## config.mk

```make
export PLATFORM = sky130hd
export DESIGN_NAME = demux_1_2_stream
export DESIGN_NICKNAME = d
export VERILOG_FILES = /design/src/rtl/demux_1_2_stream_pkg.sv /design/src/rtl/demux_out_slot.sv /design/src/rtl/demux_1_2_stream.sv
export SDC_FILE = /design/constraint.sdc
export NUM_CORES = 1
export LEC_CHECK = 0
export CAP_MARGIN = 15
export CORE_MARGIN = 2
export CORE_UTILIZATION = 47
export CTS_CLUSTER_SIZE = 30
export DETAILED_ROUTE_END_ITERATION = 10
export PLACE_DENSITY = 0.83
export SYNTH_ARGS = -nofsm -noshare
export SYNTH_HDL_FRONTEND = slang
export SYNTH_SLANG_ARGS = --single-unit
```

## constraint.sdc

```tcl
create_clock -name clk -period 2 [get_ports clk]
set_input_delay 0.3 -clock clk [delete_from_list [all_inputs] [get_ports clk]]
set_output_delay 0.3 -clock clk [all_outputs]
set_load 0.005 [all_outputs]
```

## src/rtl/demux_1_2_stream_pkg.sv

```systemverilog
// Shared defaults, port indices and the destination-select helper
// for the 1:2 stream demultiplexer.
package demux_pkg;

    localparam int WIDTH_DEF = 8;
    localparam int CNT_W_DEF = 8;
    localparam int NUM_PORTS = 2;

    localparam logic PORT0 = 1'b0;
    localparam logic PORT1 = 1'b1;

    // Destination of the offered word: the toggle bit in alternate
    // mode, otherwise the explicit select.
    function automatic logic route(input logic alt_en, input logic toggle, input logic sel);
        return alt_en ? toggle : sel;
    endfunction

endpackage

```

## src/rtl/demux_out_slot.sv

```systemverilog
// Single registered output slot with valid/ready handshake and a
// delivered-word counter.
module demux_out_slot #(
    parameter int WIDTH = 8,
    parameter int CNT_W = 8
) (
    input  logic             clk,
    input  logic             rst,
    input  logic             load,
    input  logic [WIDTH-1:0] load_data,
    output logic [WIDTH-1:0] data,
    output logic             valid,
    input  logic             ready,
    output logic             space,
    output logic [CNT_W-1:0] cnt
);

    logic [WIDTH-1:0] data_reg;
    logic             valid_reg;
    logic [CNT_W-1:0] cnt_reg;
    logic             deliver;

    assign deliver = valid_reg & ready;
    // A word can be taken when the slot is empty or empties this cycle.
    assign space   = ~valid_reg | ready;

    // Slot register: a load wins over a delivery so a refill keeps valid high.
    always_ff @(posedge clk or posedge rst) begin
        if (rst) begin
            data_reg  <= '0;
            valid_reg <= 1'b0;
        end else if (load) begin
            data_reg  <= load_data;
            valid_reg <= 1'b1;
        end else if (deliver) begin
            valid_reg <= 1'b0;
        end
    end

    // Count every delivered word, wrapping naturally at 2^CNT_W.
    always_ff @(posedge clk or posedge rst) begin
        if (rst) begin
            cnt_reg <= '0;
        end else if (deliver) begin
            cnt_reg <= cnt_reg + CNT_W'(1);
        end
    end

    assign data  = data_reg;
    assign valid = valid_reg;
    assign cnt   = cnt_reg;

endmodule

```

## src/rtl/demux_1_2_stream.sv

```systemverilog
// 1:2 stream demultiplexer: routes each accepted word to one of two
// registered output slots, chosen by in_sel or by an internal toggle.
module demux_1_2_stream
    import demux_pkg::*;
#(
    parameter int WIDTH = WIDTH_DEF,
    parameter int CNT_W = CNT_W_DEF
) (
    input  logic             clk,
    input  logic             rst,
    input  logic [WIDTH-1:0] in_data,
    input  logic             in_sel,
    input  logic             in_valid,
    output logic             in_ready,
    input  logic             alt_en,
    output logic [WIDTH-1:0] y0_data,
    output logic [WIDTH-1:0] y1_data,
    output logic             y0_valid,
    output logic             y1_valid,
    input  logic             y0_ready,
    input  logic             y1_ready,
    output logic [CNT_W-1:0] cnt0,
    output logic [CNT_W-1:0] cnt1
);

    logic                 toggle_reg;
    logic                 dest;
    logic                 accept;
    logic [WIDTH-1:0]     slot_data [NUM_PORTS];
    logic [CNT_W-1:0]     slot_cnt  [NUM_PORTS];
    logic [NUM_PORTS-1:0] slot_valid;
    logic [NUM_PORTS-1:0] slot_space;
    logic [NUM_PORTS-1:0] slot_ready;
    logic [NUM_PORTS-1:0] slot_load;

    assign dest       = route(alt_en, toggle_reg, in_sel);
    assign in_ready   = slot_space[dest];
    assign accept     = in_valid & in_ready;
    assign slot_ready = {y1_ready, y0_ready};

    generate
        for (genvar gi = 0; gi < NUM_PORTS; gi++) begin : g_slot
            assign slot_load[gi] = accept & (dest == 1'(gi));

            demux_out_slot #(
                .WIDTH(WIDTH),
                .CNT_W(CNT_W)
            ) u_slot (
                .clk      (clk),
                .rst      (rst),
                .load     (slot_load[gi]),
                .load_data(in_data),
                .data     (slot_data[gi]),
                .valid    (slot_valid[gi]),
                .ready    (slot_ready[gi]),
                .space    (slot_space[gi]),
                .cnt      (slot_cnt[gi])
            );
        end
    endgenerate

    // Toggle flips on each accepted word in alternate mode and holds otherwise.
    always_ff @(posedge clk or posedge rst) begin
        if (rst) begin
            toggle_reg <= 1'b0;
        end else if (accept && alt_en) begin
            toggle_reg <= ~toggle_reg;
        end
    end

    assign y0_data  = slot_data[PORT0];
    assign y1_data  = slot_data[PORT1];
    assign y0_valid = slot_valid[PORT0];
    assign y1_valid = slot_valid[PORT1];
    assign cnt0     = slot_cnt[PORT0];
    assign cnt1     = slot_cnt[PORT1];

endmodule

```

# [After elaboration in Yosys (flattened, before gate mapping)]
# Index checks and enable logic that the tools add are counted.
[totals] register_bits=35 latchBits=0 mem_bits_rw=0 mem_bits_ro=0 in_bits=15 output_inout_bits=35 wordCells=31 n_memories=0
[classes] add_sub_neg=2 multipliers=0 n_div=0 magnitude_cmp=1 n_eq_ne=0 shifts=0 mux=7 n_bitwise=11 n_reduce_logical=3
[op_table] cell="adder 8 x 1 -> 8 bit (second input constant)" n=2
[op_table] cell="2-to-1 mux 1 bit" n=7
[op_table] cell="bitwise AND 1 bit" n=5
[op_table] cell="inverter 1 bit" n=4
[op_table] cell="nonzero test 2 bit" n=2
[op_table] cell="less-than comparator 1 x 2 -> 1 bit (second input constant)" n=1
[op_table] cell="OR 1 bit" n=2
[op_table] cell="logical AND 1 bit" n=1

# [Longest topological paths before layout]
# Gate-level depths: netlist of run 1.
[depth] depth_word=7 depth_mapped=4 ltp_nobuf=4

# [Cells and area by module]
# A second synthesis of run 1 with hierarchy kept.
[hier_totals] hier_cells=109 area_unflattened_um2=1491.4
[by_module_without_submodules] mod="demux_out_slot" n_inst=2 cells_per_inst=50 area_each_um2=705.7 seq_area_each_um2=425.4
[by_module_without_submodules] mod="demux_1_2_stream" n_inst=1 cells_per_inst=9 area_each_um2=80.1 seq_area_each_um2=25.0

# [Worst setup path after synthesis of run 1]
# Ideal clock, no wire load.
[synth_path] kind="reg-to-reg" start="register toggle_reg" end="register g_slot[1].u_slot.data_reg[4]" setup_time_ns=0.125 t_arrival_ns=1.163 required_ns=1.875 slack_ns=0.712 path_stages_with_launch=4 path_buffers=0 synth_period_minus_slack_ns=1.288 path_cell_list="dfrtp_1 -> mux2i_2 -> nand3b_4 -> mux2_2"
[synth_between] elab_chain_len=5
[synth_rtl] item="start, declared" line_no="demux_1_2_stream.sv:26" rtl="logic toggle_reg;"
[synth_rtl] item="start signal, assigned" line_no="demux_1_2_stream.sv:67" rtl="toggle_reg <= ~toggle_reg;"
[synth_rtl] item="2-to-1 mux 1 bit *" line_no="demux_1_2_stream_pkg.sv:15" rtl="return alt_en ? toggle : sel;"
[synth_rtl] item="2-to-1 mux 1 bit (implied by the code) (2 in a row)" line_no="demux_1_2_stream.sv:37" rtl="assign in_ready = slot_space[dest];"
[synth_rtl] item="bitwise AND 1 bit" line_no="demux_1_2_stream.sv:38" rtl="assign accept = in_valid & in_ready;"
[synth_rtl] item="bitwise AND 1 bit *" line_no="demux_1_2_stream.sv:43" rtl="assign slot_load[gi] = accept & (dest == 1'(gi));"
[synth_rtl] item="end signal, assigned" line_no="demux_out_slot.sv:33" rtl="data_reg <= load_data;"
[synth_rtl] item="end, declared" line_no="demux_out_slot.sv:18" rtl="logic [WIDTH-1:0] data_reg;"
# Every way passes the cells marked *; elsewhere a longest branch is shown, timed or not. The select of a mux whose other input is x is not followed.
# A chain may end at the register's enable or synchronous reset.

# [Worst setup path in the final report of run 1]
[layout_path] start="register toggle_reg" end="output in_ready"
[layout_between] elab_chain_len=3
[layout_rtl] item="2-to-1 mux 1 bit" line_no="demux_1_2_stream_pkg.sv:15"
[layout_rtl] item="2-to-1 mux 1 bit (implied by the code) (2 in a row)" line_no="demux_1_2_stream.sv:37"
[layout_rtl] item="end, declared" line_no="demux_1_2_stream.sv:14" rtl="output logic in_ready,"
# Every way passes these cells. The select of a mux whose other input is x is not followed.

==> impl_metrics.tcl, run 1 <==
set metrics [dict create \
    grt_overflow 0 \
    worstSetupStartpointType "register" \
    drtIter0Drc 15 \
    synth_cell_types 20 \
    holdCritPathClass "in -> async" \
    ioPinCount 50 \
    hold_viol 0 \
    async_flop_share_pct 100 \
    area_growth_pct 46.3 \
    finalNetCount 186 \
    die_width_um 59.4 \
    drc 0 \
    end_kind "output pin" \
    mostFrequentLayoutCells "clkdlybuf4s50_1 (47), dfrtp_1 (35), mux2_2 (15), nand2_1 (12), buf_4 (11)" \
    dpl.cell_count 190 \
    path_clk_slew_ns 0.10 \
    power.total_mw 2.44 \
    syn_nets 119 \
    grt_pass1_vias 1088 \
    tightestPinTransition_ns 0.434 \
    crit_type "reg -> out" \
    core_area_sq_um 2980 \
    cp_max_fo 2 \
    antenna_found_initial 0 \
    drv_cap 0 \
    cts_root_buffer "clkbuf_4" \
    detail-route-antenna-nets 0 \
    wl_per_cell_um 15.0 \
    fill_cells 232 \
    ys_ff_latch 35 \
    drt_pass1_iterations 4 \
    final_layout_size_suffix_gt1_share_pct 23.7 \
    numCtsBuffers 5 \
    port_buffers 49 \
    tritoncts "done" \
    dp_hpwl_um 2210 \
    grtUsageTotal_pct 19.8 \
    vdd_drop_max_mv 0.658 \
    clockBufferDepth 2 \
    via_count 1032 \
    syn_area_sq_um 1440 \
    setup_viol 0 \
    n_antenna_cell 0 \
    final_common_cell "clkdlybuf4s50_1" \
    synth_edf_count 0 \
    grt_pass1_wl_um 4950 \
    vias_per_cell 5.11 \
    grt_max_degree 36 \
    status "complete, no violations" \
    finClkSkew_ns 0.00807 \
    crit_required_ns 1.70 \
    cts_sinks 35 \
    yosysWarnings 0 \
    fin_crit_ns 1.85 \
    finalCritPeriodShare_pct 92.4 \
    finalNonFillerCells 202 \
    finalWeightedCongestion 0.790 \
    rsz0062_at_grt "false" \
    arrival_ns 1.55 \
    die_area_sq_um 3530 \
    powerDensity_nw_per_um2 1160 \
    initial_core_util_pct 48.4 \
    syn_avg_cell_area_sq_um 14.1 \
    p_leak_nw 0.948 \
    die_y_um 59.4 \
    finalMaxSlewViolations 0 \
    htreeDepth 2 \
    wl_um 3040 \
    ys_seq_area_share_pct 60.7 \
    utilization_pct 70.9 \
    ys.flop_type "dfrtp_1" \
    clk-insertion-delay-late_ns 0.33 \
    synthCells 102 \
    num_rows 20 \
    fmax_mhz 541 \
    slew_headroom_pct 71.1 \
]
-- synth_stat cells, drive strengths merged, types with 2 or more instances --
library cell	count	share of area (%)
and3	2	0.87
and4	2	1.2
dfrtp	35	61
ha	2	1.7
mux2	19	16
nand2	12	3.1
nand2b	2	0.87
nand3	3	1.4
nand4	2	0.87
nor2	2	0.52
nor3	2	0.69
xnor2	10	6.1
xor2	4	2.4
-- layer usage --
layer / up-vias / wire length (um) / global-route usage (%)
li1: 490 / - / -
met1: 499 / 1210 / 21.9
met2: 39 / 1590 / 33.8
met3: 4 / 202 / 8.95
met4: 0 / 36 / 6.49
met5: - / 0 / 0
-- per-stage QoR --
step / instance area [sq um] / hold WS [ns] / setup slack, ns / setup TNS, ns
2_1_floorplan: 1440 / 0.430 / 0.712 / 0
3_3_place_gp: 2020 / 0.462 / -0.136 / -0.136
3_5_place_dp: 2020 / 0.463 / -0.164 / -0.164
4_1_cts: 2110 / 0.365 / 0.140 / 0
5_1_grt: 2110 / 0.384 / 0.0609 / 0
6_report: 2110 / 0.354 / 0.153 / 0
-- report_power, final --
part | internal (mW) | leakage [nW] | switching [mW] | total, mW
Combinational | 0.655 | 0.484 | 0.285 | 0.939
Sequential | 0.933 | 0.430 | 0.190 | 1.12
Clock | 0.163 | 0.0341 | 0.216 | 0.379
-- final timing paths --
| path | start | endpoint | slack (ns) | cells after the start |
|---|---|---|---|---|
| max | toggle_reg | in_ready | 0.15 | 3 |
| min reg2reg | g_slot[1].u_slot.cnt[7] | g_slot[1].u_slot.cnt[7] | 0.47 | 1 |
| max in group asynchronous | rst | g_slot[1].u_slot.cnt[1] | 1.33 | 3 |
| min in group clk | g_slot[1].u_slot.cnt[7] | g_slot[1].u_slot.cnt[7] | 0.47 | 1 |
| max reg2reg | toggle_reg | g_slot[1].u_slot.data[2] | 0.19 | 8 |
| min | rst | g_slot[0].u_slot.cnt[5] | 0.35 | 3 |
-- critical path, cell delays in order, from the launching register on --
cell	delay, ns
dfrtp_1	0.42
mux2i_2	0.19
mux2_2	0.35
dlygate4sd2_1	0.26
-- cell type report --
type / instances / area (sq um) / area share [%]
Multi-Input combinational cell: 66 / 563 / 26.7
Inverter: 1 / 3.75 / 0.178
Clock inverter: 1 / 5.00 / 0.237
Timing Repair Buffer: 60 / 571 / 27.0
Sequential cell: 35 / 876 / 41.5
Clock buffer: 6 / 51.3 / 2.43
Tap cell: 33 / 41.3 / 1.96
-- cells by family after synthesis --
family / Yosys count / share of synthesized area [%]
mux: 20 / 16.8
xor+xnor: 14 / 8.50
flops: 35 / 60.7
compound gates: 2 / 1.04
simple gates: 28 / 10.9
buf+inv: 1 / 0.260
fa+ha+maj: 2 / 1.73
-- repair_timing --
action	CTS	global route
setup endpoints to repair	1	0
hold buffers	0	0
resized for setup	2	0
buffers inserted	5	0
Power figures use the tool's default switching activity.
==> run 2: changes to the inputs <==
--- a/config.mk
+++ b/config.mk
@@ -11,6 +11,8 @@
 export CTS_CLUSTER_SIZE = 30
 export DETAILED_ROUTE_END_ITERATION = 10
 export PLACE_DENSITY = 0.83
+export SKIP_CTS_REPAIR_TIMING = 1
+export SLEW_MARGIN = 20
 export SYNTH_ARGS = -nofsm -noshare
 export SYNTH_HDL_FRONTEND = slang
 export SYNTH_SLANG_ARGS = --single-unit
==> impl_metrics.tcl, run 2 (synthesized netlist as in run 1, its figures left out) <==
set metrics [dict create \
    vdd_drop_max_mv 0.624 \
    drtIter0Drc 10 \
    slew_headroom_pct 71.3 \
    clockBufferDepth 2 \
    path_cells "mux2i_2 > mux2_2 > dlymetal6s2s_1" \
    crit_start "toggle_reg" \
    n_antenna_cell 0 \
    crit_required_ns 1.70 \
    utilization_pct 70.1 \
    cp_max_fo 3 \
    ff_latch_area_sq_um 876 \
    setup_viol 0 \
    drc 0 \
    core_area_sq_um 2980 \
    cp_slowest_stage_delay_ns 0.42 \
    hold_viol 0 \
    wl_um 2980 \
    path_clk_slew_ns 0.10 \
    tightestPinTransition_ns 0.430 \
    grt_pass1_vias 1040 \
    arrival_ns 1.45 \
    initial_core_util_pct 48.4 \
    end_kind "output pin" \
    crit_type "reg -> out" \
    finClkSkew_ns 0.00782 \
    finalMaxSlewViolations 0 \
    grt_pass1_wl_um 4800 \
    detail-route-antenna-nets 0 \
    finalCritPeriodShare_pct 87.7 \
    fill_cells 238 \
    finalNetCount 182 \
    power.total_mw 2.42 \
    crit_slowest_cell "dfrtp_1" \
    final_layout_size_suffix_gt1_share_pct 21.8 \
    area_growth_pct 44.8 \
    worstSetupStartpointType "register" \
    grt_max_degree 36 \
    fmax_mhz 570 \
    mostFrequentLayoutCells "clkdlybuf4s50_1 (47), dfrtp_1 (35), mux2_2 (15), nand2_1 (12), xnor2_1 (10)" \
    die_area_sq_um 3530 \
    place_ws_ns -0.164 \
    vias_per_cell 5.15 \
    via_count 1020 \
    timing.final.ws_setup_ns 0.245 \
    tritoncts "done" \
    fin_tns_setup_ns 0 \
    die_y_um 59.4 \
    clk-insertion-delay-late_ns 0.33 \
    dp_hpwl_um 2210 \
    p_leak_nw 0.940 \
    drv_cap 0 \
    htreeDepth 2 \
    cts_sinks 35 \
    numCtsBuffers 5 \
    multi_input_area_sq_um 563 \
    drt_pass1_iterations 5 \
    holdCritPathClass "in -> async" \
    powerDensity_nw_per_um2 1160 \
    grt_overflow 0 \
    rr_startpoint "toggle_reg" \
    cts_root_buffer "clkbuf_4" \
    die_width_um 59.4 \
    status "complete, no violations" \
    port_buffers 49 \
    final_common_cell "clkdlybuf4s50_1" \
    rsz0062_at_grt "false" \
    grtUsageTotal_pct 19.2 \
    fin_crit_ns 1.75 \
    wl_per_cell_um 15.0 \
    ioPinCount 50 \
    num_rows 20 \
    antenna_found_initial 0 \
    finalWeightedCongestion 0.790 \
]
run 2: cell count changes in the layout (fill, tap and decap cells not counted), sizes merged:
cell,delta
buf,-4
dlygate4sd2,-2
dlymetal6s2s,+2
run 2: final timing paths:
path                                            endpoint  slack, ns  depth (start not counted)
worst max-delay path                            in_ready       0.25                          3
worst max register to register  g_slot[0].u_slot.data[4]       0.45                          5
max in group asynchronous        g_slot[1].u_slot.cnt[1]       1.33                          3
min in group clk                              toggle_reg       0.37                          3
worst min register to register   g_slot[1].u_slot.cnt[7]       0.47                          1
worst min-delay path             g_slot[0].u_slot.cnt[5]       0.36                          3
run 2: area by class of cell:
class                   instances  area share [%]
multi-input cells              66            27.0
inverters                       1           0.180
flip-flops and latches         35            41.9
repair buffers                 56            26.2
clock inverters                 1           0.240
well taps                      33            1.98
clock buffers                   6            2.46
run 2: per-layer routing:
layer	global-route usage [%]	share of wire, %
met1	21.9	41
met2	31.9	51
met3	8.95	7.1
met4	5.84	1.2
met5	0	0
run 2: through the flow:
step           std cells  hold slack, ns  cell area, sq um
4_1_cts              197           0.365              2080
3_3_place_gp         190           0.462              2020
5_1_grt              198           0.356              2090
3_5_place_dp         190           0.463              2020
2_1_floorplan        102           0.430              1440
6_report             198           0.358              2090
run 2: critical path, delay by kind of cell (launching register included):
family	cells	cell delay, ns
multiplexers	2	0.55
flip-flops	1	0.42
buffers and inverters	1	0.15
run 2: report_power, final:
group	internal (mW)	leakage, nW	switching [mW]	total [mW]
Sequential	0.933	0.430	0.192	1.13
Clock	0.163	0.0341	0.217	0.379
Combinational	0.635	0.477	0.278	0.913
Total	1.73	0.940	0.686	2.42
==> run 3: changes to the inputs <==
--- a/config.mk
+++ b/config.mk
@@ -6,6 +6,7 @@
 export NUM_CORES = 1
 export LEC_CHECK = 0
 export CAP_MARGIN = 15
+export CORE_ASPECT_RATIO = 2
 export CORE_MARGIN = 2
 export CORE_UTILIZATION = 47
 export CTS_CLUSTER_SIZE = 30
==> impl_metrics.tcl, run 3 (synthesized netlist as in run 1, its figures left out) <==
set metrics [dict create \
    port_buffers 49 \
    drc 0 \
    fin_crit_ns 1.86 \
    crit_type "in -> out" \
    cts_sinks 35 \
    worstSetupPathDepth 4 \
    detail-route-antenna-nets 0 \
    arrival_ns 1.56 \
    r2r_cells 4 \
    tritoncts "done" \
    final_layout_size_suffix_gt1_share_pct 20.6 \
    die_area_sq_um 3560 \
    wl_per_cell_um 15.5 \
    finalCritPeriodShare_pct 93.1 \
    status "complete, no violations" \
    critical-path-top-delay-family "buffers and inverters" \
    p_leak_nw 0.935 \
    crit_start "alt_en" \
    cp_slowest_stage_delay_ns 0.50 \
    n_antenna_cell 0 \
    tightestPinTransition_ns 0.432 \
    finalMaxSlewViolations 0 \
    holdCritPathClass "in -> async" \
    grt_max_degree 36 \
    path_clk_slew_ns 0.07 \
    setup_viol 0 \
    htreeDepth 2 \
    finalWeightedCongestion 0.682 \
    drv_cap 0 \
    cts_root_buffer "clkbuf_8" \
    grt_overflow 0 \
    rsz0062_at_grt "false" \
    clockBufferDepth 2 \
    wl_um 3020 \
    core_area_sq_um 2940 \
    dp_hpwl_um 2230 \
    clk-insertion-delay-late_ns 0.29 \
    cp_max_fo 2 \
    crit_buf_inv 2 \
    fill_cells 228 \
    ioPinCount 50 \
    crit_required_ns 1.70 \
    slew_headroom_pct 71.2 \
    timing.rr.end "g_slot[0].u_slot.data[3]" \
    fmax_mhz 537 \
    numCtsBuffers 5 \
    via_count 1013 \
    finalNetCount 181 \
    initial_core_util_pct 49.0 \
    num_rows 28 \
    vdd_drop_max_mv 0.804 \
    hold_viol 0 \
    path_cells "clkdlybuf4s50_1 > mux2i_2 > mux2_2 > dlymetal6s2s_1" \
    vias_per_cell 5.19 \
    die_width_um 43.2 \
    endpoint "in_ready" \
    drt_pass1_iterations 2 \
    finalNonFillerCells 195 \
    crit_slowest_cell "clkdlybuf4s50_1" \
    multi_input_area_sq_um 563 \
    hold_slack_ns 0.415 \
    antenna_found_initial 0 \
    rr_startpoint "toggle_reg" \
    grt_pass1_vias 1078 \
    worstSetupStartpointType "input port" \
    drtIter0Drc 10 \
    mostFrequentLayoutCells "clkdlybuf4s50_1 (48), dfrtp_1 (35), mux2_2 (15), nand2_1 (12), xnor2_1 (10)" \
    powerDensity_nw_per_um2 1200 \
    dpl.cell_count 187 \
    final_common_cell "clkdlybuf4s50_1" \
    grtUsageTotal_pct 20.0 \
    finClkSkew_ns 0.00412 \
    grt_pass1_wl_um 5090 \
    rrSetupSlack_ns 0.57 \
    ff_latch_area_sq_um 876 \
    end_kind "output pin" \
    area_growth_pct 45.5 \
    die_y_um 82.4 \
]
## run 3: layout make-up
| class | count | share of cell area, % |
|---|---|---|
| repair buffers | 55 | 25.6 |
| flip-flops and latches | 35 | 41.7 |
| clock buffers | 7 | 3.64 |
| clock inverters | 1 | 0.238 |
| multi-input cells | 66 | 26.8 |
| inverters | 1 | 0.179 |
| well taps | 30 | 1.79 |
## run 3: worst min-delay path, stage by stage
cell and delay [ns]:
clkdlybuf4s50_1 0.40, inv_1 0.06, buf_4 0.38
## run 3: worst min-delay path by stage
stage / startpoint / endpoint / slack, ns / cells past startpoint
2_1_floorplan: alt_en / toggle_reg / 0.43 / 1
3_3_place_gp: g_slot[0].u_slot.cnt[7] / g_slot[0].u_slot.cnt[7] / 0.46 / 1
3_5_place_dp: g_slot[1].u_slot.cnt[7] / g_slot[1].u_slot.cnt[7] / 0.47 / 1
4_1_cts: rst / g_slot[1].u_slot.cnt[0] / 0.43 / 3
5_1_grt: rst / g_slot[0].u_slot.cnt[3] / 0.47 / 3
6_report: rst / g_slot[0].u_slot.cnt[3] / 0.42 / 3
## run 3: layer usage
metal	vias to the layer above	global-route usage [%]	share of wire, %
met2	33	33.7	55
met5	-	0	0
li1	476	-	-
met3	7	7.83	7.0
met4	0	9.09	2.3
met1	497	21.7	36
## run 3: power by group
part / switching, mW / internal [mW]
clock network: 0.249 / 0.244
logic: 0.273 / 0.630
registers: 0.194 / 0.935
## run 3: stage by stage
stage                     cell area, sq um  util [%]  setup slack, ns  total power, mW  setup TNS, ns
after floorplan                       1440         -            0.712             1.46              0
after global placement                2020      68.5           -0.127             2.00         -0.127
after detailed placement              2020      68.5           -0.158             2.05         -0.158
after CTS                             2100      71.3           -0.168             2.55         -0.168
after global routing                  2100      71.3           0.0591             2.67              0
final                                 2100      71.3            0.137             2.53              0
